[src/rtl/mannix_ddr_dma_if.sv]
`default_nettype none
// ============================================================================
//  Module      : mannix_ddr_dma_if
//  Description : Bundles the farm-side request/data channels and the DDR
//                controller command/data channels of the mannix DDR DMA.
//                master : view taken by the DMA engine
//                slave  : view taken by the surrounding farm + DDR controller
//  Ports       : rd_req_* / rd_data* / rd_done   farm read path
//                wr_req_* / wr_data* / wr_done   farm write path
//                ddr_cmd_* / ddr_wdata* / ddr_rdata*  DDR controller port
//  Revision    : 1.0  initial release
// ============================================================================
interface mannix_ddr_dma_if #(
    parameter int DATA_W = 32,
    parameter int LEN_W  = 16,
    parameter int BLEN_W = 5
);
    // farm read path
    logic              rd_req_valid;
    logic [31:0]       rd_req_addr;
    logic [LEN_W-1:0]  rd_req_len;
    logic              rd_req_ready;
    logic              rd_data_valid;
    logic [DATA_W-1:0] rd_data;
    logic              rd_data_last;
    logic              rd_done;
    // farm write path
    logic              wr_req_valid;
    logic [31:0]       wr_req_addr;
    logic [LEN_W-1:0]  wr_req_len;
    logic              wr_req_ready;
    logic              wr_data_valid;
    logic [DATA_W-1:0] wr_data;
    logic              wr_data_ready;
    logic              wr_done;
    // DDR controller port
    logic              ddr_cmd_valid;
    logic              ddr_cmd_ready;
    logic              ddr_cmd_we;
    logic [31:0]       ddr_cmd_addr;
    logic [BLEN_W-1:0] ddr_cmd_blen;
    logic              ddr_wdata_valid;
    logic [DATA_W-1:0] ddr_wdata;
    logic              ddr_wdata_ready;
    logic              ddr_rdata_valid;
    logic [DATA_W-1:0] ddr_rdata;

    modport master (
        input  rd_req_valid, rd_req_addr, rd_req_len,
        output rd_req_ready, rd_data_valid, rd_data, rd_data_last, rd_done,
        input  wr_req_valid, wr_req_addr, wr_req_len, wr_data_valid, wr_data,
        output wr_req_ready, wr_data_ready, wr_done,
        output ddr_cmd_valid, ddr_cmd_we, ddr_cmd_addr, ddr_cmd_blen,
        input  ddr_cmd_ready,
        output ddr_wdata_valid, ddr_wdata,
        input  ddr_wdata_ready, ddr_rdata_valid, ddr_rdata
    );

    modport slave (
        output rd_req_valid, rd_req_addr, rd_req_len,
        input  rd_req_ready, rd_data_valid, rd_data, rd_data_last, rd_done,
        output wr_req_valid, wr_req_addr, wr_req_len, wr_data_valid, wr_data,
        input  wr_req_ready, wr_data_ready, wr_done,
        input  ddr_cmd_valid, ddr_cmd_we, ddr_cmd_addr, ddr_cmd_blen,
        output ddr_cmd_ready,
        input  ddr_wdata_valid, ddr_wdata,
        output ddr_wdata_ready, ddr_rdata_valid, ddr_rdata
    );
endinterface
`default_nettype wire

[src/rtl/mannix_ddr_dma.sv]
`default_nettype none
// ============================================================================
//  Module      : mannix_ddr_dma
//  Description : Bridges the memory farm's read/write DDR request paths to the
//                external DDR controller. Each request is split into bursts of
//                at most BURST_MAX beats; read and write requests are granted
//                round-robin (read first after reset). One burst in flight.
//  Ports       : clk  - clock
//                rst  - asynchronous active-high reset
//                bus  - mannix_ddr_dma_if.master (farm + DDR channels)
//  Options     : `define MANNIX_DDR_BOUNDARY_EN to keep every burst inside one
//                2^BOUND_LOG2-byte aligned region.
//  Revision    : 1.0  initial release
// ============================================================================
module mannix_ddr_dma #(
    parameter int DATA_W     = 32,
    parameter int LEN_W      = 16,
    parameter int BURST_MAX  = 16,
    parameter int BLEN_W     = 5,
    parameter int BOUND_LOG2 = 12
) (
    input  wire logic        clk,
    input  wire logic        rst,
    mannix_ddr_dma_if.master bus
);
    localparam int c_WORD_BYTES = DATA_W / 8;

    typedef enum logic [2:0] {
        IDLE    = 3'd0,
        RD_CMD  = 3'd1,
        RD_DATA = 3'd2,
        WR_CMD  = 3'd3,
        WR_DATA = 3'd4,
        DONE    = 3'd5
    } state_t;

    state_t            r_state;
    state_t            w_state_nxt;

    logic [31:0]       r_cur_addr;
    logic [LEN_W-1:0]  r_remaining;
    logic [BLEN_W-1:0] r_beat_cnt;
    logic              r_is_wr;
    logic              r_prefer_rd;
    logic              r_rd_valid;
    logic              r_rd_last;
    logic [DATA_W-1:0] r_rd_data;

    logic [BLEN_W-1:0] w_blen;
    logic              w_beat;
    logic              w_burst_end;
    logic              w_req_end;
    logic              w_rd_grant;
    logic              w_wr_grant;
    logic              w_rd_req_ready;
    logic              w_wr_req_ready;
    logic              w_cmd_valid;
    logic              w_wr_data_ready;
    logic              w_ddr_wdata_valid;
    logic              w_rd_done;
    logic              w_wr_done;

`ifdef MANNIX_DDR_BOUNDARY_EN
    localparam logic [31:0] c_BOUND_MASK = (32'd1 << BOUND_LOG2) - 32'd1;
    // Words left before the next aligned boundary (a full region when aligned).
    logic [31:0] w_bound_words;
    assign w_bound_words = ((c_BOUND_MASK - (r_cur_addr & c_BOUND_MASK)) + 32'd1)
                           / 32'(c_WORD_BYTES);
`endif

    // Current burst length; r_remaining and r_cur_addr only move at burst end,
    // so this stays stable across the command and data phases of a burst.
    always_comb begin
        if (r_remaining >= LEN_W'(BURST_MAX)) begin
            w_blen = BLEN_W'(BURST_MAX);
        end else begin
            w_blen = r_remaining[BLEN_W-1:0];
        end
`ifdef MANNIX_DDR_BOUNDARY_EN
        if (w_bound_words < 32'(w_blen)) begin
            w_blen = w_bound_words[BLEN_W-1:0];
        end
`endif
    end

    assign w_beat      = ((r_state == RD_DATA) && bus.ddr_rdata_valid) ||
                         ((r_state == WR_DATA) && bus.wr_data_valid && bus.ddr_wdata_ready);
    assign w_burst_end = w_beat && (r_beat_cnt == (w_blen - BLEN_W'(1)));
    // Last beat of the whole request: this burst consumes everything left.
    assign w_req_end   = w_burst_end && (r_remaining == LEN_W'(w_blen));

    assign w_rd_grant  = bus.rd_req_valid && w_rd_req_ready;
    assign w_wr_grant  = bus.wr_req_valid && w_wr_req_ready;

    // ------------------------------------------------------------------ FSM
    always_ff @(posedge clk or posedge rst) begin
        if (rst) begin
            r_state <= IDLE;
        end else begin
            r_state <= w_state_nxt;
        end
    end

    always_comb begin
        w_state_nxt       = r_state;
        w_rd_req_ready    = 1'b0;
        w_wr_req_ready    = 1'b0;
        w_cmd_valid       = 1'b0;
        w_wr_data_ready   = 1'b0;
        w_ddr_wdata_valid = 1'b0;
        w_rd_done         = 1'b0;
        w_wr_done         = 1'b0;
        case (r_state)
            IDLE: begin
                // Only one side is ready when both request, so at most one
                // handshake happens per cycle. rst gating keeps the readies
                // low while reset is held.
                w_rd_req_ready = !rst && (!bus.wr_req_valid || r_prefer_rd);
                w_wr_req_ready = !rst && (!bus.rd_req_valid || !r_prefer_rd);
                if (bus.rd_req_valid && w_rd_req_ready) begin
                    w_state_nxt = (bus.rd_req_len == '0) ? DONE : RD_CMD;
                end else if (bus.wr_req_valid && w_wr_req_ready) begin
                    w_state_nxt = (bus.wr_req_len == '0) ? DONE : WR_CMD;
                end
            end
            RD_CMD: begin
                w_cmd_valid = 1'b1;
                if (bus.ddr_cmd_ready) begin
                    w_state_nxt = RD_DATA;
                end
            end
            RD_DATA: begin
                if (w_burst_end) begin
                    w_state_nxt = w_req_end ? DONE : RD_CMD;
                end
            end
            WR_CMD: begin
                w_cmd_valid = 1'b1;
                if (bus.ddr_cmd_ready) begin
                    w_state_nxt = WR_DATA;
                end
            end
            WR_DATA: begin
                w_wr_data_ready   = bus.ddr_wdata_ready;
                w_ddr_wdata_valid = bus.wr_data_valid;
                if (w_burst_end) begin
                    w_state_nxt = w_req_end ? DONE : WR_CMD;
                end
            end
            DONE: begin
                w_rd_done   = !r_is_wr;
                w_wr_done   = r_is_wr;
                w_state_nxt = IDLE;
            end
            default: begin
                w_state_nxt = IDLE;
            end
        endcase
    end

    // -------------------------------------------------------------- datapath
    always_ff @(posedge clk or posedge rst) begin
        if (rst) begin
            r_cur_addr  <= '0;
            r_remaining <= '0;
            r_beat_cnt  <= '0;
            r_is_wr     <= 1'b0;
            r_prefer_rd <= 1'b1;
            r_rd_valid  <= 1'b0;
            r_rd_last   <= 1'b0;
            r_rd_data   <= '0;
        end else begin
            r_rd_valid <= (r_state == RD_DATA) && bus.ddr_rdata_valid;
            r_rd_last  <= (r_state == RD_DATA) && w_req_end;
            if ((r_state == RD_DATA) && bus.ddr_rdata_valid) begin
                r_rd_data <= bus.ddr_rdata;
            end

            if (w_rd_grant) begin
                r_cur_addr  <= bus.rd_req_addr & ~32'h3;
                r_remaining <= bus.rd_req_len;
                r_is_wr     <= 1'b0;
                r_prefer_rd <= 1'b0;
            end else if (w_wr_grant) begin
                r_cur_addr  <= bus.wr_req_addr & ~32'h3;
                r_remaining <= bus.wr_req_len;
                r_is_wr     <= 1'b1;
                r_prefer_rd <= 1'b1;
            end else if (w_burst_end) begin
                // blen <= remaining, so this never underflows; address wraps.
                r_cur_addr  <= r_cur_addr + 32'(w_blen) * 32'(c_WORD_BYTES);
                r_remaining <= r_remaining - LEN_W'(w_blen);
            end

            if (w_burst_end) begin
                r_beat_cnt <= '0;
            end else if (w_beat) begin
                r_beat_cnt <= r_beat_cnt + BLEN_W'(1);
            end
        end
    end

    // --------------------------------------------------------------- outputs
    assign bus.rd_req_ready    = w_rd_req_ready;
    assign bus.wr_req_ready    = w_wr_req_ready;
    assign bus.rd_data_valid   = r_rd_valid;
    assign bus.rd_data         = r_rd_data;
    assign bus.rd_data_last    = r_rd_last;
    assign bus.rd_done         = w_rd_done;
    assign bus.wr_done         = w_wr_done;
    assign bus.wr_data_ready   = w_wr_data_ready;
    assign bus.ddr_cmd_valid   = w_cmd_valid;
    assign bus.ddr_cmd_we      = r_is_wr;
    assign bus.ddr_cmd_addr    = r_cur_addr;
    assign bus.ddr_cmd_blen    = w_blen;
    assign bus.ddr_wdata_valid = w_ddr_wdata_valid;
    assign bus.ddr_wdata       = bus.wr_data;

endmodule
`default_nettype wire

[src/flat_wrapper.sv]
// flat-port wrapper written by rule: the top's interface ports become plain ports
module mannix_ddr_dma_flat 
#(
    parameter int DATA_W     = 32,
    parameter int LEN_W      = 16,
    parameter int BURST_MAX  = 16,
    parameter int BLEN_W     = 5,
    parameter int BOUND_LOG2 = 12
)
  (clk, rst, bus_rd_req_valid, bus_rd_req_addr, bus_rd_req_len, bus_rd_req_ready, bus_rd_data_valid, bus_rd_data, bus_rd_data_last, bus_rd_done, bus_wr_req_valid, bus_wr_req_addr, bus_wr_req_len, bus_wr_data_valid, bus_wr_data, bus_wr_req_ready, bus_wr_data_ready, bus_wr_done, bus_ddr_cmd_valid, bus_ddr_cmd_we, bus_ddr_cmd_addr, bus_ddr_cmd_blen, bus_ddr_cmd_ready, bus_ddr_wdata_valid, bus_ddr_wdata, bus_ddr_wdata_ready, bus_ddr_rdata_valid, bus_ddr_rdata);
  mannix_ddr_dma_if #(.DATA_W(DATA_W), .LEN_W(LEN_W), .BLEN_W(BLEN_W)) bus_i ();
  input  wire logic clk;
  input  wire logic rst;
  input wire logic [$bits(bus_i.rd_req_valid)-1:0] bus_rd_req_valid;
  input wire logic [$bits(bus_i.rd_req_addr)-1:0] bus_rd_req_addr;
  input wire logic [$bits(bus_i.rd_req_len)-1:0] bus_rd_req_len;
  output wire logic [$bits(bus_i.rd_req_ready)-1:0] bus_rd_req_ready;
  output wire logic [$bits(bus_i.rd_data_valid)-1:0] bus_rd_data_valid;
  output wire logic [$bits(bus_i.rd_data)-1:0] bus_rd_data;
  output wire logic [$bits(bus_i.rd_data_last)-1:0] bus_rd_data_last;
  output wire logic [$bits(bus_i.rd_done)-1:0] bus_rd_done;
  input wire logic [$bits(bus_i.wr_req_valid)-1:0] bus_wr_req_valid;
  input wire logic [$bits(bus_i.wr_req_addr)-1:0] bus_wr_req_addr;
  input wire logic [$bits(bus_i.wr_req_len)-1:0] bus_wr_req_len;
  input wire logic [$bits(bus_i.wr_data_valid)-1:0] bus_wr_data_valid;
  input wire logic [$bits(bus_i.wr_data)-1:0] bus_wr_data;
  output wire logic [$bits(bus_i.wr_req_ready)-1:0] bus_wr_req_ready;
  output wire logic [$bits(bus_i.wr_data_ready)-1:0] bus_wr_data_ready;
  output wire logic [$bits(bus_i.wr_done)-1:0] bus_wr_done;
  output wire logic [$bits(bus_i.ddr_cmd_valid)-1:0] bus_ddr_cmd_valid;
  output wire logic [$bits(bus_i.ddr_cmd_we)-1:0] bus_ddr_cmd_we;
  output wire logic [$bits(bus_i.ddr_cmd_addr)-1:0] bus_ddr_cmd_addr;
  output wire logic [$bits(bus_i.ddr_cmd_blen)-1:0] bus_ddr_cmd_blen;
  input wire logic [$bits(bus_i.ddr_cmd_ready)-1:0] bus_ddr_cmd_ready;
  output wire logic [$bits(bus_i.ddr_wdata_valid)-1:0] bus_ddr_wdata_valid;
  output wire logic [$bits(bus_i.ddr_wdata)-1:0] bus_ddr_wdata;
  input wire logic [$bits(bus_i.ddr_wdata_ready)-1:0] bus_ddr_wdata_ready;
  input wire logic [$bits(bus_i.ddr_rdata_valid)-1:0] bus_ddr_rdata_valid;
  input wire logic [$bits(bus_i.ddr_rdata)-1:0] bus_ddr_rdata;
  assign bus_i.rd_req_valid = bus_rd_req_valid;
  assign bus_i.rd_req_addr = bus_rd_req_addr;
  assign bus_i.rd_req_len = bus_rd_req_len;
  assign bus_rd_req_ready = bus_i.rd_req_ready;
  assign bus_rd_data_valid = bus_i.rd_data_valid;
  assign bus_rd_data = bus_i.rd_data;
  assign bus_rd_data_last = bus_i.rd_data_last;
  assign bus_rd_done = bus_i.rd_done;
  assign bus_i.wr_req_valid = bus_wr_req_valid;
  assign bus_i.wr_req_addr = bus_wr_req_addr;
  assign bus_i.wr_req_len = bus_wr_req_len;
  assign bus_i.wr_data_valid = bus_wr_data_valid;
  assign bus_i.wr_data = bus_wr_data;
  assign bus_wr_req_ready = bus_i.wr_req_ready;
  assign bus_wr_data_ready = bus_i.wr_data_ready;
  assign bus_wr_done = bus_i.wr_done;
  assign bus_ddr_cmd_valid = bus_i.ddr_cmd_valid;
  assign bus_ddr_cmd_we = bus_i.ddr_cmd_we;
  assign bus_ddr_cmd_addr = bus_i.ddr_cmd_addr;
  assign bus_ddr_cmd_blen = bus_i.ddr_cmd_blen;
  assign bus_i.ddr_cmd_ready = bus_ddr_cmd_ready;
  assign bus_ddr_wdata_valid = bus_i.ddr_wdata_valid;
  assign bus_ddr_wdata = bus_i.ddr_wdata;
  assign bus_i.ddr_wdata_ready = bus_ddr_wdata_ready;
  assign bus_i.ddr_rdata_valid = bus_ddr_rdata_valid;
  assign bus_i.ddr_rdata = bus_ddr_rdata;
  mannix_ddr_dma #(.DATA_W(DATA_W), .LEN_W(LEN_W), .BURST_MAX(BURST_MAX), .BLEN_W(BLEN_W), .BOUND_LOG2(BOUND_LOG2)) u_core (.clk(clk), .rst(rst), .bus(bus_i));
endmodule
[config.mk]
export PLATFORM = sky130hd
export DESIGN_NAME = mannix_ddr_dma_flat
export DESIGN_NICKNAME = d
export VERILOG_FILES = /design/src/rtl/mannix_ddr_dma_if.sv /design/src/rtl/mannix_ddr_dma.sv /design/src/flat_wrapper.sv
export SDC_FILE = /design/constraint.sdc
export NUM_CORES = 1
export LEC_CHECK = 0
export ABC_AREA = 1
export CORE_AREA = 10 10 129 131
export CTS_CLUSTER_DIAMETER = 40
export DETAILED_ROUTE_END_ITERATION = 8
export DIE_AREA = 0 0 139 141
export GPL_TIMING_DRIVEN = 0
export PLACE_DENSITY_LB_ADDON = 0.2
export SLEW_MARGIN = 40
export SYNTH_ARGS = -nofsm -noshare
export SYNTH_HDL_FRONTEND = slang
export SYNTH_SLANG_ARGS = --single-unit
[constraint.sdc]
create_clock -name clk -period 4.45 [get_ports clk]
set_input_delay 0.445 -clock clk [delete_from_list [all_inputs] [get_ports clk]]
set_output_delay 0.445 -clock clk [all_outputs]
set_load 0.005 [all_outputs]
Word level (Yosys, flattened, before mapping)
Index checks and enable logic that the tools add are counted.

operators by class
  add/sub/neg operators = 4
  div/mod/pow operators = 0
  reduce and logical (&&, ||, !) cells = 28
  $lt $le $gt $ge = 1
  bitwise operators = 0
  shift operators = 0
  eq/ne operators = 12
  multipliers = 0
  mux-type cells = 29

operators with widths
  cell                 number
  $mux 32              3
  $mux 16              3
  $add 32x7->32        1
  $logic_not 16->1     2
  $mux 3               10
  $eq 16x5->1          1
  $ge 16x5->1 const B  1
  $sub 16x5->16        1
  $mux 5               3
  $pmux 3 s5           1
  $logic_and 1x1->1    12
  $mux 1               9
  $eq 3x2->1 const B   2
  $eq 3x3->1 const B   2
  $add 5x1->5 const B  1
  $eq 5x5->1           1
  $logic_not 1->1      5
  $reduce_and 5->1     1
  $sub 5x1->5 const B  1
  $ne 2x1->1 const B   2
  $ne 2x2->1 const B   2
  $reduce_bool 2->1    2
  $eq 3x1->1 const B   1
  $logic_not 3->1      1
  4 further kinds      6

storage, ports and cells
  memories kept = 0
  ROM bits = 0
  output and inout bits = 111
  latch bits = 0
  RAM bits = 0
  register bits after elaboration = 92

Depth between registers and ports, before layout
  depth after elaboration = 9
  depth in mapped cells = 20
  mapped depth without buffers = 19

Worst setup path after synthesis
Ideal clock, no wire load.

  kind = register to register
  from = register u_core.r_remaining[12]
  to = register u_core.r_cur_addr[27], in the netlist u_core.bus.ddr_cmd_addr[27]
  clock period less this slack = 2.787 ns
  slack = 1.663 ns
  data arrival time = 2.656 ns
  library setup time = 0.131 ns
  cell stages (with the launch flop) = 17
  cells stage by stage = dfrtp_1 > nor2_1 > nand2_1 > nor2_4 > nand2_2 > buf_6 > nor2_1 > inv_1 > ha_1 > xnor2_1 > a21oi_1 > nand2_1 > nor2_1 > nand3_4 > nand2_4 > buf_2 > a31oi_1

on the way
  cells in the longest elaborated chain, start to end = 6

ends and longest elaborated chain
  item                                          RTL line                                     RTL
  start: declaration                            mannix_ddr_dma.sv:41                         logic [LEN_W-1:0] r_remaining;
  start signal: assignment                      mannix_ddr_dma.sv:181                        r_remaining <= bus.rd_req_len;
  start signal: assignment                      mannix_ddr_dma.sv:186                        r_remaining <= bus.wr_req_len;
  start signal: assignment                      mannix_ddr_dma.sv:192                        r_remaining <= r_remaining - LEN_W'(w_blen);
  $ge 16x5->1 (*)                               mannix_ddr_dma.sv:74                         if (r_remaining >= LEN_W'(BURST_MAX)) begin
  $mux 5 (*)                                    mannix_ddr_dma.sv:74
  named net bus_ddr_cmd_blen[4]                 flat_wrapper.sv:33                           output wire logic [$bits(bus_i.ddr_cmd_blen)-1:0] bus_ddr_cmd_blen;
  $add 32x7->32 or $sub 5x1->5 (tied branches)  mannix_ddr_dma.sv:191, mannix_ddr_dma.sv:88
  $mux 32 or $eq 5x5->1 (tied branches)         mannix_ddr_dma.sv:189, mannix_ddr_dma.sv:88
  $mux 32 or $logic_and 1x1->1 (tied branches)  mannix_ddr_dma.sv:184, mannix_ddr_dma.sv:88
  $mux 32 or $reduce_bool 3->1 (tied branches)  -
  end signal: assignment                        mannix_ddr_dma.sv:180                        r_cur_addr <= bus.rd_req_addr & ~32'h3;
  end signal: assignment                        mannix_ddr_dma.sv:185                        r_cur_addr <= bus.wr_req_addr & ~32'h3;
  end signal: assignment                        mannix_ddr_dma.sv:191                        r_cur_addr <= r_cur_addr + 32'(w_blen) * 32'(c_WORD_BYTES);
  end: declaration                              mannix_ddr_dma.sv:40                         logic [31:0] r_cur_addr;

The timed path passes the listed nets; every way through them passes the cells marked *. The select of a mux whose other input is x is not followed.
A chain may end at the register's enable or synchronous reset.

Worst setup path in the final report
  from = register u_core.r_remaining[10]
  to = register u_core.r_remaining[5]

on the way
  cells in the longest elaborated chain, start to end = 6

ends and longest elaborated chain
  item                                          RTL line
  $ge 16x5->1 (*)                               mannix_ddr_dma.sv:74
  $mux 5 (*)                                    mannix_ddr_dma.sv:74
  $sub 16x5->16 or $sub 5x1->5 (tied branches)  mannix_ddr_dma.sv:192, mannix_ddr_dma.sv:88
  $mux 16 or $eq 5x5->1 (tied branches)         mannix_ddr_dma.sv:189, mannix_ddr_dma.sv:88
  $mux 16 or $logic_and 1x1->1 (tied branches)  mannix_ddr_dma.sv:184, mannix_ddr_dma.sv:88
  $mux 16 or $reduce_bool 3->1 (tied branches)  -

Mark *: on every way between the ends. The rest lies on a longest branch, timed or not. The select of a mux whose other input is x is not followed.

==> results.md <==
- The flow ran to the end, and the final reports show no timing, DRC or antenna violations.
- The y dimension of the die is 141 um.
- The critical register-to-register path startpoint is u_core.r_remaining[10].
- The repair_antennas step left the layout with diodes totalling 0.
- The worst setup path is launched from a flop.
- TritonCTS built the clock tree.
- The number of max-capacitance violations reported is 0.
- In this design, the stage delay of the slowest critical-path cell is 0.42 ns.
- The number of I/O pins is 279.
- The first-pass iteration count of the detailed router is 6.
- The floorplan step defined a die boundary enclosing 0.01960 mm2.
- The arrival time of data at the critical path endpoint is 3.65 ns.
- The total routing usage reported by global routing is 0.2461.
- The total placed cells including tap cells is 1381.
- The fraction of synthesis flops using an asynchronous set or reset pin is 1.000.
- The average instance in the mapped netlist occupies 6.624 um2.
- The worst register-to-register path has a depth of 16.
- Compared with the post-synthesis result, the final layout area differs by 47.11%.
- The gate family responsible for the most delay along the worst path is simple AND/OR/NAND/NOR gates.
- Summed over all layers, the global routing overflow is 0.
- The number of buffers inserted by post-CTS setup repair is 0.
- The buffers plus inverters on the worst setup path is 3.
- The global-route wire length before repair is 38720 um.
- Leaving out fill and tap cells, the most frequent cells in the layout are sky130_fd_sc_hd__nand2_1, sky130_fd_sc_hd__clkdlybuf4s50_1, sky130_fd_sc_hd__nor2_1, sky130_fd_sc_hd__dfrtp_1, sky130_fd_sc_hd__inv_1.
- Dividing the final minimum period by the clock period gives 0.7702.
- Setup slack on the worst reg-to-reg path comes out at 1.02 ns.
- The overall routed net length is 25090 um.
- The library cell used most frequently in the layout, excluding fill and tap cells, is sky130_fd_sc_hd__nand2_1.
- The layout net count is 1385.
- The worst setup path is of the flop to flop kind.
- The remaining max-slew budget at the tightest pin is 0.4384.
- The DRC violations left is 0.
- The type of the most critical hold path is input port to asynchronous set/reset pin.
- The data required time of the worst path is 4.67 ns.
- The final setup violation count is 0.
- The number of global-route vias before repair is 7107.
- The post-layout minimum cycle time is 3.427 ns.
- The finished layout holds 1397 standard cells, fillers aside.
- The ratio of routed vias to standard cells is 5.287.
- The count of standard-cell rows is 44.
- The detailed placer's ending HPWL is 19420 um.
- The routed wire length per instance is 17.96 um.
- The clock-pin slew reported for the worst setup and hold paths after clock tree synthesis is 0.07 ns.
- In this run the deepest clock path goes through 2 buffers.
- In the final layout, the share of cells above drive strength 1 is 0.06760.
- Yosys mapped a number of flops with a built-in enable equal to 0.
- The endpoint identified for the worst register-to-register timing path is u_core.r_remaining[5].
- The number of failing hold endpoints at the final stage is 0.
- The cell leakage power is 4.366 nW.
- STA classifies the critical path endpoint as a flop.
- The tree is rooted in a sky130_fd_sc_hd__clkbuf_16.
- Walking the worst path, the cells encountered are nor2_2 > nand2_1 > nor2_4 > nand2_2 > buf_6 > nor2_1 > inv_1 > ha_1 > xnor2_1 > a21oi_1 > nand2_1 > nor2_1 > nand3_4 > nand2_4 > buf_2 > o21ai_0.
- The clock net in this run drives a total of 90 sinks.
- After clock tree synthesis, the flow added hold-fix buffers numbering 0.
- The initial antenna violation count is 0.
- The area of the core is 0.01420 mm2.
- The count of input and output buffers is 240.
- The first-iteration detailed-routing DRC count is 762.
- After routing the design area is 0.009306 mm2.
- The number of H-tree levels is 3.
- Of all nets on the critical path, the largest fanout is 11.
- On the critical path, the stage with the largest delay is an instance of sky130_fd_sc_hd__dfrtp_1.
- Measured along the x axis, the die boundary spans 139 um.
- The worst clock skew is 0.008124 ns.
- The number of buffers created by CTS is 9.
- The slew of the pin with the lowest slew margin is 0.8424 ns.
- Yosys mapped the design onto 38 distinct sky130hd cell types.
- For this configuration, the core starts out at a cell density of 0.4454.
- Entering global routing, the biggest net connects 72 pins.
- The latest clock arrival within the worst-skew pair is 0.36 ns.
- The overall power after layout is 5.144 mW.
- For this run, the number of Yosys warnings is 0.
- Gates resized during post-CTS repair numbered 0.
- In this run the cell area measured after placement is 0.008997 mm2.
- The netlist area before placement is 0.006326 mm2.
- The number of standard cells after synthesis is 955.
- Derived from the worst setup path, the maximum achievable clock frequency is 0.2918 GHz.
- The power density over the cells is 552.7 mW/mm2.
- The number of pins with negative max-slew slack in the final report was 0.
- Summing over every cut layer, the via total after detailed routing is 7386.
- The fraction of the yosys area taken by sequential cells is 0.3562.
- Once detail routing completed, the nets flagged for antenna violations numbered 0.
- The commonest register cell after synthesis is sky130_fd_sc_hd__dfrtp_1.
- Across the VDD grid, the largest voltage drop is 0.0002874 V.
- At the end of routability-driven placement, the weighted congestion stood at 0.9707.
- Synthesis inferred 90 register bits.
- Setup repair after global routing left no endpoint under its margin.
==> per-stage QoR <==
stage | hold slack, ns | setup slack, ns | util | TNS [ns]
after floorplan | 0.4665 | 1.663 | - | 0
after global placement | 0.4602 | -0.04779 | 0.6310 | -3.606
after detailed placement | 0.4642 | 1.066 | 0.6335 | 0
after CTS | 0.4571 | 1.039 | 0.6552 | 0
after global routing | 0.5000 | 0.7430 | 0.6552 | 0
final | 0.4601 | 1.023 | 0.6552 | 0
==> Yosys cell counts, drive strengths merged (4+ instances only) <==
master / number / area (um2)
a21oi: 22 / 110.1
o21ai: 43 / 219.0
buf: 47 / 361.6
clkbuf: 22 / 82.58
nor3: 12 / 60.06
nor2: 139 / 549.3
xor2: 16 / 140.1
a31oi: 26 / 162.7
or2: 4 / 25.02
nand4: 11 / 68.82
nand3: 71 / 372.9
nand2: 328 / 1241
nor4: 9 / 56.30
inv: 77 / 289.0
o211ai: 18 / 135.1
dfrtp: 89 / 2227
ha: 8 / 100.1
==> layout make-up <==
class	instances	area [um2]
buffer	69	444.2
clock buffer	9	225.2
clock inverter	7	83.83
fill	1293	4897
inverter	77	296.5
multi-input combinational	720	3343
sequential	90	2253
tap	184	230.2
timing repair buffer	241	2430
==> sequential cells by signal, summed over array words and instances (netlist names) <==
name and cells:
u_core.r_prefer_rd 1, u_core.bus.rd_data 32, u_core.r_beat_cnt 5, u_core.r_state 3, u_core.bus.rd_data_valid 1, u_core.bus.ddr_cmd_addr 30
u_core.bus.ddr_cmd_we 1, u_core.r_remaining 16, u_core.bus.rd_data_last 1
==> how the worst max path moves through the flow <==
stage	cells after the start	slack, ns	start	end
finish	16	1.02	u_core.r_remaining[10]	u_core.r_remaining[5]
global route	16	0.74	u_core.r_remaining[8]	u_core.r_remaining[5]
CTS	16	1.04	u_core.r_remaining[10]	u_core.r_remaining[5]
detailed placement	16	1.07	u_core.r_remaining[10]	u_core.r_remaining[5]
global placement	2	-0.05	rst	u_core.bus.ddr_cmd_addr[25]
floorplan	16	1.66	u_core.r_remaining[12]	u_core.bus.ddr_cmd_addr[27]
==> layer usage <==
layer,vias up,GRT usage,share of wire
li1,3560,-,-
met1,3363,0.3175,0.41
met2,426,0.3877,0.45
met3,37,0.07759,0.12
met4,0,0.06974,0.020
met5,-,0,0
==> kinds of logic after synthesis <==
family / after synthesis / synth area share
and+or+nand+nor: 577 / 0.3788
adders and majority gates: 9 / 0.01899
xor gates and xnor gates: 18 / 0.02492
AOI/OAI and AO/OA: 113 / 0.1040
buffers and inverters: 146 / 0.1159
DFF: 90 / 0.3562
other: 2 / 0.001187
==> power breakdown <==
part           switching (mW)  internal [mW]
Sequential              0.368           1.19
Combinational            1.51           1.26
Clock                   0.370          0.448
Note: power is estimated with default switching activity, not from simulation.
==> edit 1, RTL diff (same settings) <==
`DATA_W` is set to 32 in 3 places; all go to 24.
--- a/src/rtl/mannix_ddr_dma_if.sv
+++ b/src/rtl/mannix_ddr_dma_if.sv
@@ -11,7 +11,7 @@
 //  Revision    : 1.0  initial release
 // ============================================================================
 interface mannix_ddr_dma_if #(
-    parameter int DATA_W = 32,
+    parameter int DATA_W = 24,
     parameter int LEN_W  = 16,
     parameter int BLEN_W = 5
 );
--- a/src/rtl/mannix_ddr_dma.sv
+++ b/src/rtl/mannix_ddr_dma.sv
@@ -13,7 +13,7 @@
 //  Revision    : 1.0  initial release
 // ============================================================================
 module mannix_ddr_dma #(
-    parameter int DATA_W     = 32,
+    parameter int DATA_W     = 24,
     parameter int LEN_W      = 16,
     parameter int BURST_MAX  = 16,
     parameter int BLEN_W     = 5,
--- a/src/flat_wrapper.sv
+++ b/src/flat_wrapper.sv
@@ -1,7 +1,7 @@
 // flat-port wrapper written by rule: the top's interface ports become plain ports
 module mannix_ddr_dma_flat 
 #(
-    parameter int DATA_W     = 32,
+    parameter int DATA_W     = 24,
     parameter int LEN_W      = 16,
     parameter int BURST_MAX  = 16,
     parameter int BLEN_W     = 5,
Ports: changed (resized bus_ddr_rdata, bus_ddr_wdata, bus_rd_data and bus_wr_data); port bits go from 279 to 247. No check against the original RTL was run, so the function may have changed too.
==> edit 1 against the unedited design <==
Setup slack got worse by 0.74 ns; routed wire length is 4.1% lower; die area unchanged; first-iteration DRC count fell by 4.5%; sequential cell count is 6 lower; fmax shrank 18%; clock skew about the same; final cell count shrank 4.2%; sequential power decreased by 6%; synthesized area is 0.99% lower; cell area is 3.3% lower; power down 1.8%; largest cell class unchanged.
==> edit 1: results (changes against the unedited design) <==
multi-input logic area 3480 um^2 (was 3340 um^2); post-route clock skew 0.00861 ns (was 0.00812 ns); Seq area share 23.4% (was 24.2%); layout multi-input combinational cell count 689 (was 720); Tot GR Track Use 23.6% (was 24.6%); buffering overhead 28.4% (was 30.9%); Leak 4.17 nW (was 4.37 nW); clock latency of the later-clocked register in the worst-skew pair 0.36 ns (about the same); count of flip-flops and latches 84 (was 90); first-pass iteration count of the detailed router 5 (was 6); arrival time at the worst endpoint 4.42 ns (was 3.65 ns); diode insertion count for antenna repair 1 (was 0); net switching share of the total power 45.3% (was 43.7%); portion of the layout cell area used by clock cells 3.17% (was 3.32%); distinct cell type count of the synthesized netlist 48 (was 38); critical-path cell with the highest stage delay sky130_fd_sc_hd__nor3_1 (was sky130_fd_sc_hd__dfrtp_1); initial detailed-routing violation count 728 (was 762); max incr delay on CP 0.49 ns (was 0.42 ns); CLK BUF 10 (was 9); Port Buffer Count 218 (was 240); number of signal-net inverters in the final layout 89 (was 77); number of global-route vias before repair 6890 (was 7107); clock network power share 14.8% (was 15.9%); most used standard cells in the synthesized netlist sky130_fd_sc_hd__nand2_1 (303), sky130_fd_sc_hd__dfrtp_1 (83), sky130_fd_sc_hd__inv_1 (80), sky130_fd_sc_hd__nor2_1 (64), sky130_fd_sc_hd__nand3_1 (58) (was sky130_fd_sc_hd__nand2_1 (326), sky130_fd_sc_hd__nor2_1 (134), sky130_fd_sc_hd__dfrtp_1 (89), sky130_fd_sc_hd__inv_1 (74), sky130_fd_sc_hd__nand3_1 (69)); maximum fanout along the worst path 9 (was 11); peak ir drop on the vdd network 0.000284 V (was 0.000287 V); result of the run complete, no violations (unchanged); cell area after placement 8710 um^2 (was 9000 um^2); Yosys warning total 0 (unchanged); maximum number of pins on one net before global-route repair 48 (was 72); Filler cells 1314 (was 1293); transition time at the pin with the least slew margin 0.741 ns (was 0.842 ns); number of nets in the final layout 1316 (was 1385); routability-driven placement congestion ratio 1.02 (was 0.971); portion of total power attributed to combinational logic 56.2% (was 53.8%); first-pass GRT wire length 37300 um (was 38700 um); fraction of the yosys area taken by sequential cells 33.6% (was 35.6%); fraction of layout instances using a drive strength above 1 9.19% (was 6.76%); number of antenna violations at the first check in global routing 1 (was 0); leading cell types by total area after synthesis sky130_fd_sc_hd__dfrtp_1 (33%), sky130_fd_sc_hd__nand2_1 (18%), sky130_fd_sc_hd__inv_1 (4.8%) (was sky130_fd_sc_hd__dfrtp_1 (35%), sky130_fd_sc_hd__nand2_1 (19%), sky130_fd_sc_hd__nor2_1 (8.0%)); Clock Power 0.746 mW (was 0.818 mW)
==> edit 1: cell count changes after synthesis, sizes merged, moves of 11 or more <==
cell | before | now
inv | 77 | 88
nor2 | 139 | 71
o21ai | 43 | 77
a31oi | 26 | 2
nand2 | 328 | 315
buf | 47 | 35
==> edit 1: worst paths after layout <==
| path | from | end | slack, ns | cells after the start |
|---|---|---|---|---|
| max in group asynchronous | rst | u_core.bus.ddr_cmd_addr[7] | 3.36 | 3 |
| worst min register to register | u_core.bus.rd_data[18] | u_core.bus.rd_data[18] | 0.48 | 2 |
| worst max-delay path | u_core.r_remaining[6] | u_core.bus.ddr_cmd_addr[29] | 0.28 | 22 |
| worst max register to register | u_core.r_remaining[6] | u_core.bus.ddr_cmd_addr[29] | 0.28 | 22 |
| min in group asynchronous | rst | u_core.r_state[0] | 0.51 | 2 |
| worst min-delay path | u_core.bus.rd_data[18] | u_core.bus.rd_data[18] | 0.48 | 2 |
==> edit 1: cells by family after synthesis <==
group | Yosys count | share of synthesized area [%]
AND/OR/NAND/NOR | 516 | 37.0
buffers and inverters | 145 | 10.9
AO/OA/AOI/OAI | 144 | 13.3
flip-flops | 84 | 33.6
adder cells (fa/ha/maj) | 16 | 3.44
XOR/XNOR | 12 | 1.68
other | 1 | 0.0599
==> edit 1: through the flow <==
step | utilization, % | worst slack [ns] | instances
final | 63.4 | 0.282 | 1338
after global placement | 61.1 | 0.165 | 1320
after detailed placement | 61.3 | 0.388 | 1321
after global routing | 63.4 | 0.00161 | 1338
after floorplan | - | 0.984 | 918
after CTS | 63.3 | 0.374 | 1337
==> edit 1: metal layers <==
layer	track usage (%)	up-vias	part of all wire (%)
met3	9.47	41	12
met5	0	-	0
li1	-	3442	-
met1	29.2	3229	41
met2	36.8	379	45
met4	7.52	0	2.2
==> edit 2, RTL diff (same settings) <==
Made on the original files. Re-encode `state_t` (6 states) as one-hot, 6 bits wide.
--- a/src/rtl/mannix_ddr_dma.sv
+++ b/src/rtl/mannix_ddr_dma.sv
@@ -25,13 +25,13 @@
 );
     localparam int c_WORD_BYTES = DATA_W / 8;
 
-    typedef enum logic [2:0] {
-        IDLE    = 3'd0,
-        RD_CMD  = 3'd1,
-        RD_DATA = 3'd2,
-        WR_CMD  = 3'd3,
-        WR_DATA = 3'd4,
-        DONE    = 3'd5
+    typedef enum logic [5:0] {
+        IDLE    = 6'b000001,
+        RD_CMD  = 6'b000010,
+        RD_DATA = 6'b000100,
+        WR_CMD  = 6'b001000,
+        WR_DATA = 6'b010000,
+        DONE    = 6'b100000
     } state_t;
 
     state_t            r_state;
Check against the original RTL: no difference found for any inputs over 4 cycles, from zero or initial values and one cycle with rst high; so few cycles prove little.
==> edit 2 against the unedited design <==
Cell area up 0.97%; sequential cell count up 3; die area unchanged; largest cell class unchanged; count of clock-buffer cells in the layout unchanged; highest routed layer unchanged; synthesized area up 1.8%; routed wire length down 0.31%; power down 4.9%; setup slack better by 0.054 ns.
==> edit 2: results (changes against the unedited design) <==
Tightest Hold Check Type register to register (was primary input to asynchronous set/reset pin); clock transition at the register clock pins on the worst setup and hold paths after CTS 0.07 ns (about the same); Leak 4.48 nW (was 4.37 nW); R2R depth 18 (was 16); fraction of the yosys area taken by sequential cells 36.2% (was 35.6%); first-pass iteration count of the detailed router 5 (was 6); average via count per standard cell 5.25 (was 5.29); Num CTS Buffers 9 (unchanged); post-route clock skew 0.0104 ns (was 0.00812 ns); htree depth 3 (unchanged); HPWL reported at the end of detailed placement 19900 um (was 19400 um); clock tree root driver cell sky130_fd_sc_hd__clkbuf_16 (unchanged); Switching Power 2.08 mW (was 2.25 mW); arrival time at the worst endpoint 3.62 ns (was 3.65 ns); max incr delay on CP 0.44 ns (was 0.42 ns); startpoint of the tightest hold check path u_core.bus.rd_data[22]; initial detailed-routing violation count 702 (was 762); endpoint of the worst hold-timing path u_core.bus.rd_data[22]; leading cell types by total area after synthesis sky130_fd_sc_hd__dfrtp_1 (35%), sky130_fd_sc_hd__nand2_1 (22%), sky130_fd_sc_hd__o21ai_0 (5.8%) (was sky130_fd_sc_hd__dfrtp_1 (35%), sky130_fd_sc_hd__nand2_1 (19%), sky130_fd_sc_hd__nor2_1 (8.0%)); fraction of layout instances using a drive strength above 1 7.34% (was 6.76%); distinct cell type count of the synthesized netlist 42 (was 38); Relative slew margins 46.1% (was 43.8%); first-pass GRT wire length 39200 um (was 38700 um); result of the run complete, no violations (unchanged); kind of critical path register to register (unchanged); clock latency of the later-clocked register in the worst-skew pair 0.36 ns (about the same); max reg flops 32 (unchanged); maximum fanout along the worst path 11 (unchanged); Worst Hold Path Cells 2; post-CTS resize count 0 (unchanged); Critical Path Source u_core.r_remaining[6] (was u_core.r_remaining[10]); peak ir drop on the vdd network 0.000333 V (was 0.000287 V); routability-driven placement congestion ratio 1.02 (was 0.971); register bit total from synthesis 93 (was 90); Port Buffer Count 240 (unchanged); number of global-route vias before repair 7317 (was 7107); Reg2Reg Capture Point u_core.bus.ddr_cmd_addr[26] (was u_core.r_remaining[5]); number of antenna violations at the first check in global routing 1 (was 0); most used standard cells in the synthesized netlist sky130_fd_sc_hd__nand2_1 (371), sky130_fd_sc_hd__dfrtp_1 (91), sky130_fd_sc_hd__inv_1 (84), sky130_fd_sc_hd__o21ai_0 (75) (was sky130_fd_sc_hd__nand2_1 (326), sky130_fd_sc_hd__nor2_1 (134), sky130_fd_sc_hd__dfrtp_1 (89), sky130_fd_sc_hd__inv_1 (74), sky130_fd_sc_hd__nand3_1 (69)); Max Buffers Root-to-Sink 2 (unchanged); Yosys warning total 0 (unchanged); critical-path cell with the highest stage delay sky130_fd_sc_hd__dfrtp_1 (unchanged); share of flip-flops with an asynchronous set or reset after synthesis 100% (unchanged); Tot GR Track Use 24.7% (was 24.6%); maximum number of pins on one net before global-route repair 67 (was 72); number of nets in the final layout 1398 (was 1385); number of post-CTS setup repair buffers 0 (unchanged); Final Routed Wirelength 25000 um (was 25100 um); worst-case register-to-register setup slack 1.08 ns (was 1.02 ns)
## edit 2: logic make-up (layout without fill, tap and decap cells)
kind of cell | count (synthesis) | after routing | share of synthesized area, %
xor gates and xnor gates | 15 | 15 | 2.04
other | 2 | 4 | 0.117
and+or+nand+nor | 564 | 564 | 36.8
AOI/OAI and AO/OA | 130 | 130 | 11.2
buffers and inverters | 155 | 412 | 11.8
adders and majority gates | 9 | 9 | 1.86
DFF | 93 | 93 | 36.2
## edit 2: power by group through the flow
stage	clock network, mW	logic [mW]	registers, mW
final	0.760	2.54	1.60
after global routing	0.797	2.86	1.65
after CTS	0.763	2.54	1.59
after detailed placement	0	2.53	1.59
after global placement	0	2.48	1.59
after floorplan	0	1.38	1.54
## edit 2: metal layers
layer | GRT usage (%) | vias up | routed length (um)
met5 | 0 | - | 0
met1 | 29.7 | 3346 | 10100
met2 | 39.4 | 419 | 11200
met3 | 10.0 | 51 | 3120
met4 | 8.07 | 0 | 660
li1 | - | 3585 | -
## edit 2: cell type report
class	instances	area, um^2
well taps	184	230
multi-input cells	721	3360
clock inverters	7	55.1
clock buffers	9	225
flip-flops and latches	93	2330
diodes	1	2.50
inverters	88	338
plain buffers	67	430
fillers	1319	4810
repair buffers	241	2430
## edit 2: worst max-delay path: cells and delay by family (launching register included)
family	cells	cell delay (ns)
simple gates	13	1.60
compound gates	3	0.73
flops	1	0.44
fa+ha+maj	1	0.30
buf+inv	1	0.18
## edit 2: through the flow
stage                     setup TNS [ns]  setup slack [ns]  hold slack [ns]  cells  instance area, um^2
after detailed placement               0              1.18            0.465   1394                 9110
after global routing                   0             0.751            0.506   1411                 9400
after floorplan                        0              1.59            0.472    969                 6450
after global placement            -10.79            -0.123            0.460   1393                 9080
after CTS                              0              1.16            0.485   1410                 9390
final                                  0              1.08            0.482   1411                 9400
